### src/rtl/mvm_operand_loader.sv
// rtl/mvm_operand_loader.sv - double-buffered stream-to-operand loader for the matrix-vector multiplier
module mvm_operand_loader #(
  parameter int MATRIX_ROWS = 6,
  parameter int SHARED_DIM  = 3,
  parameter int WIDTH       = 8
) (
  input  logic                                  clk,
  input  logic                                  reset_n,
  input  logic [WIDTH-1:0]                      in_data,
  input  logic                                  in_valid,
  input  logic                                  in_last,
  output logic                                  in_ready,
  input  logic                                  mvm_done,
  output logic [MATRIX_ROWS*SHARED_DIM*WIDTH-1:0] matrix,
  output logic [SHARED_DIM*WIDTH-1:0]           vector,
  output logic                                  start,
  output logic                                  busy,
  output logic                                  frame_err
);

  localparam int MS = MATRIX_ROWS * SHARED_DIM;
  localparam int N  = MS + SHARED_DIM;
  localparam int IW = $clog2(N);
  localparam logic [IW-1:0] M_LAST = IW'(MS - 1);
  localparam logic [IW-1:0] F_LAST = IW'(N - 1);

  typedef enum logic [2:0] {
    IDLE,
    LOAD_M,
    LOAD_V,
    HOLD,
    COMMIT,
    DRAIN
  } state_t;

  state_t                      state;
  logic [IW-1:0]               idx;
  logic [MS*WIDTH-1:0]         shadow_m;
  logic [SHARED_DIM*WIDTH-1:0] shadow_v;
  logic                        beat;

  // Ready is a pure decode of the state register, so no path from in_valid.
  assign in_ready = (state == LOAD_M) || (state == LOAD_V) || (state == DRAIN);
  assign beat     = in_valid && in_ready;

  // Frame sequencing, shadow packing, commit and the busy handshake.
  always_ff @(posedge clk or negedge reset_n) begin
    if (!reset_n) begin
      state     <= IDLE;
      idx       <= '0;
      shadow_m  <= '0;
      shadow_v  <= '0;
      matrix    <= '0;
      vector    <= '0;
      start     <= 1'b0;
      busy      <= 1'b0;
      frame_err <= 1'b0;
    end else begin
      start     <= 1'b0;
      frame_err <= 1'b0;

      // A commit in the same cycle as mvm_done keeps busy set.
      if (state == COMMIT) begin
        busy <= 1'b1;
      end else if (mvm_done) begin
        busy <= 1'b0;
      end

      case (state)
        IDLE: begin
          state <= LOAD_M;
        end

        LOAD_M: begin
          if (beat) begin
            if (in_last) begin
              // Early end of frame: drop the beat and restart at element 0.
              frame_err <= 1'b1;
              idx       <= '0;
            end else begin
              shadow_m[int'(idx)*WIDTH +: WIDTH] <= in_data;
              idx <= idx + 1'b1;
              if (idx == M_LAST) begin
                state <= LOAD_V;
              end
            end
          end
        end

        LOAD_V: begin
          if (beat) begin
            if (idx == F_LAST) begin
              if (in_last) begin
                shadow_v[(int'(idx)-MS)*WIDTH +: WIDTH] <= in_data;
                state <= busy ? HOLD : COMMIT;
              end else begin
                // Frame overran its length: discard until the sender's in_last.
                frame_err <= 1'b1;
                state     <= DRAIN;
              end
            end else if (in_last) begin
              frame_err <= 1'b1;
              idx       <= '0;
              state     <= LOAD_M;
            end else begin
              shadow_v[(int'(idx)-MS)*WIDTH +: WIDTH] <= in_data;
              idx <= idx + 1'b1;
            end
          end
        end

        HOLD: begin
          // The mvm_done that frees the operands also releases the commit.
          if (!busy || mvm_done) begin
            state <= COMMIT;
          end
        end

        COMMIT: begin
          matrix <= shadow_m;
          vector <= shadow_v;
          start  <= 1'b1;
          idx    <= '0;
          state  <= LOAD_M;
        end

        DRAIN: begin
          if (beat && in_last) begin
            idx   <= '0;
            state <= LOAD_M;
          end
        end

        default: begin
          state <= IDLE;
        end
      endcase
    end
  end

endmodule

### config.mk
export PLATFORM = sky130hd
export DESIGN_NAME = mvm_operand_loader
export DESIGN_NICKNAME = d
export VERILOG_FILES = /design/src/rtl/mvm_operand_loader.sv
export SDC_FILE = /design/constraint.sdc
export NUM_CORES = 1
export LEC_CHECK = 0
export CAP_MARGIN = 30
export CORE_MARGIN = 2
export CORE_UTILIZATION = 30
export CTS_CLUSTER_SIZE = 12
export DETAILED_ROUTE_END_ITERATION = 6
export HOLD_SLACK_MARGIN = 0.05
export PLACE_DENSITY = 0.5
export SETUP_SLACK_MARGIN = 0.02
export SYNTH_ARGS = -nofsm -noshare
export SYNTH_HDL_FRONTEND = slang
export SYNTH_SLANG_ARGS = --single-unit
### constraint.sdc
create_clock -name clk -period 4.9 [get_ports clk]
set_clock_uncertainty 0.15 [all_clocks]
set_input_delay 0.735 -clock clk [delete_from_list [all_inputs] [get_ports clk]]
set_output_delay 0.735 -clock clk [all_outputs]
set_load 0.02 [all_outputs]
==> results_dict.tcl <==
set metrics [dict create \
    num_vias 8559 \
    fmax_mhz 237.9 \
    avgSynthCellArea_um2 14.09 \
    cts_tree "built" \
    ys_seq_area_share_pct 62.32 \
    globalRouteOverflowTotal 0 \
    grtUsageTotal_pct 15.58 \
    place_congestion 0.7800 \
    dp_hpwl_mm 23.87 \
    antenna_found_initial 1 \
    synth_seq_cells 347 \
    synth_flop_cell "dfrtp_1" \
    p_per_area_nw_per_um2 513.5 \
    grt_pass1_wl_mm 56.77 \
    syn_area_um2 13930 \
    arrival_ps 4490 \
    ys_async_sr_fraction_pct 100.0 \
    synth_top_area_share_pct 62.32 \
    met1_usage_pct 21.24 \
    n_fill_cell 4349 \
    path_clk_slew_ps 50 \
    fin_total_pwr_w 0.009187 \
    cts.sinks 347 \
    setup_viol 0 \
    min_period_ps 4203 \
    busiest_layer "met2" \
    drive_gt1_share_pct 31.09 \
    ioPinCount 185 \
    route.detailed.drc 0 \
    path_class "reg -> reg" \
    outcome "finished clean" \
    crit_fanout 12 \
    ctsHtreeMaxLevel 2 \
    cts_made_buffers 41 \
    ys_types 48 \
    routedWlPerCell_um 20.06 \
    cts_setup_buffers 0 \
    wirelength_mm 36.49 \
    grt_use_met3_pct 3.575 \
    dpl_worst_slack_ps 735.3 \
    syn_inst 989 \
    timing.final.crit_share_pct 85.78 \
    synth.most_common_cell "dfrtp_1" \
    portBuffers 184 \
    yosys_warnings 0 \
    drt_iter0_markers 341 \
    total_leakage_power_nw 8.286 \
    clkLatencyLatePin_ps 550 \
    critPathLaunchType "flip-flop" \
    ir_drop_mv 0.2508 \
    start_util_pct 30.57 \
    synth_edf_count 0 \
    rsz0062_at_grt "no" \
    layout.core_utilization_pct 39.25 \
    worstPathRequired_ps 5180 \
    fin_nets 1217 \
    cts_resized 0 \
    tightest_slew_ps 973.4 \
    dieHeight_um 219.5 \
    root_buffer "clkbuf_16" \
    area_growth_pct 28.40 \
    grt_max_degree 120 \
    grt_pass1_vias 9048 \
    diodes 0 \
    dr.pass1.iters 4 \
    finalSetupTns_ps 0 \
    slew_viol_final 0 \
    placedCellCount 1746 \
    relSlewSlack_pct 35.11 \
    worst_slack_ps 696.9 \
    hp-class "in -> async" \
    cts_hold_buf 0 \
    hold_violations 0 \
    rows 78 \
    maxCapViolCount 0 \
    ant_nets 0 \
    end_kind "flip-flop" \
    core_um2 45580 \
    synth_area_leader_cell "dfrtp_1" \
    vias_per_cell 4.705 \
    synthesis.nets 1017 \
    clock_path_buffers 3 \
    die_x_um 219.5 \
    grt.met2_usage_pct 24.54 \
    synth_common_cells "dfrtp_1 (347), mux2_2 (276), o21ai_0 (71)" \
    floorplan.die_area_um2 48180 \
    final_cells 1819 \
    synth.area.top_cells "dfrtp_1 (62%), mux2_2 (22%), o21ai_0 (2.6%)" \
]
-- path summary, 6_finish.rpt --
check	start	to	slack [ps]	cells after the start
worst max-delay path	idx[2]	shadow_v[11]	700	11
worst max register to register	idx[2]	shadow_v[11]	700	11
worst min register to register	shadow_m[137]	shadow_m[137]	320	2
worst min-delay path	reset_n	matrix[5]	120	1
min in group clk	shadow_m[137]	shadow_m[137]	320	2
max in group asynchronous	reset_n	shadow_m[116]	3450	2
-- per-layer routing --
layer	vias up	wire, um	share of wire [%]
li1	3907	-	-
met1	4442	16780	46
met2	162	17000	47
met5	-	0	0
met4	0	763	2.1
met3	48	1944	5.3
-- sequential cells by signal (all words and copies together) (netlist names) --
| signal | flops |
|---|---|
| matrix | 144 |
| start | 1 |
| busy | 1 |
| state | 3 |
| idx | 5 |
| frame_err | 1 |
| shadow_m | 144 |
| vector | 24 |
| shadow_v | 24 |
-- cells in the final DEF, fill, tap and decap left out, types with 4 or more instances in the layout --
cell type,count
inv_1,16
dfrtp_1,347
clkdlybuf4s50_1,183
nor2_1,12
mux2_2,276
nand3_1,12
or4_1,4
nor3_1,11
clkbuf_1,13
a21oi_1,7
and2_1,7
ha_1,15
xnor2_1,6
nand2b_1,8
o21ai_0,71
buf_4,18
nand4_1,10
clkbuf_16,43
nand2_1,68
a21o_1,9
nor3_2,6
or2_2,4
mux2i_1,8
clkbuf_8,7
clkinv_2,5
-- cells by family (layout without fill, tap and decap cells) --
group,after synthesis,after routing,synth area share [%]
mux,284,284,22.88
xor+xnor,9,9,0.5658
fa+ha+maj,15,15,1.347
flops,347,347,62.32
simple gates,168,168,6.466
compound gates,102,102,4.562
buf+inv,64,294,1.859
-- stage by stage --
| step | cell area, um^2 | hold slack, ps |
|---|---|---|
| 6_report | 17890 | 116.8 |
| 5_1_grt | 17890 | 181.7 |
| 4_1_cts | 17890 | 150.0 |
| 3_5_place_dp | 16540 | 316.2 |
| 3_3_place_gp | 16540 | 306.8 |
| 2_1_floorplan | 13930 | 289.4 |
-- critical path: stages, from the launching register on --
cell and delay [ps]:
dfrtp_1 570, inv_1 170, ha_1 260, xor2_1 410
nor2_1 150, nand3_1 120, ha_1 240, or4_1 510
nor3_1 190, mux2i_1 230, a2111oi_4 690, mux2_2 400
-- report_power, final --
group          internal, W  switching, W  total (W)
Clock              0.00187       0.00120    0.00307
Combinational      0.00102       0.00151    0.00253
Sequential         0.00329      0.000292    0.00358
Total              0.00618       0.00301    0.00919
-- area by class of cell --
class,count,area (um^2),area share (%)
clock inverters,10,131.4,0.7343
well taps,600,750.7,4.196
repair buffers,205,2042,11.41
inverters,16,60.06,0.3357
clock buffers,63,1221,6.826
multi-input cells,578,5002,27.96
flip-flops and latches,347,8683,48.53
(Power assumes the default switching activity.)
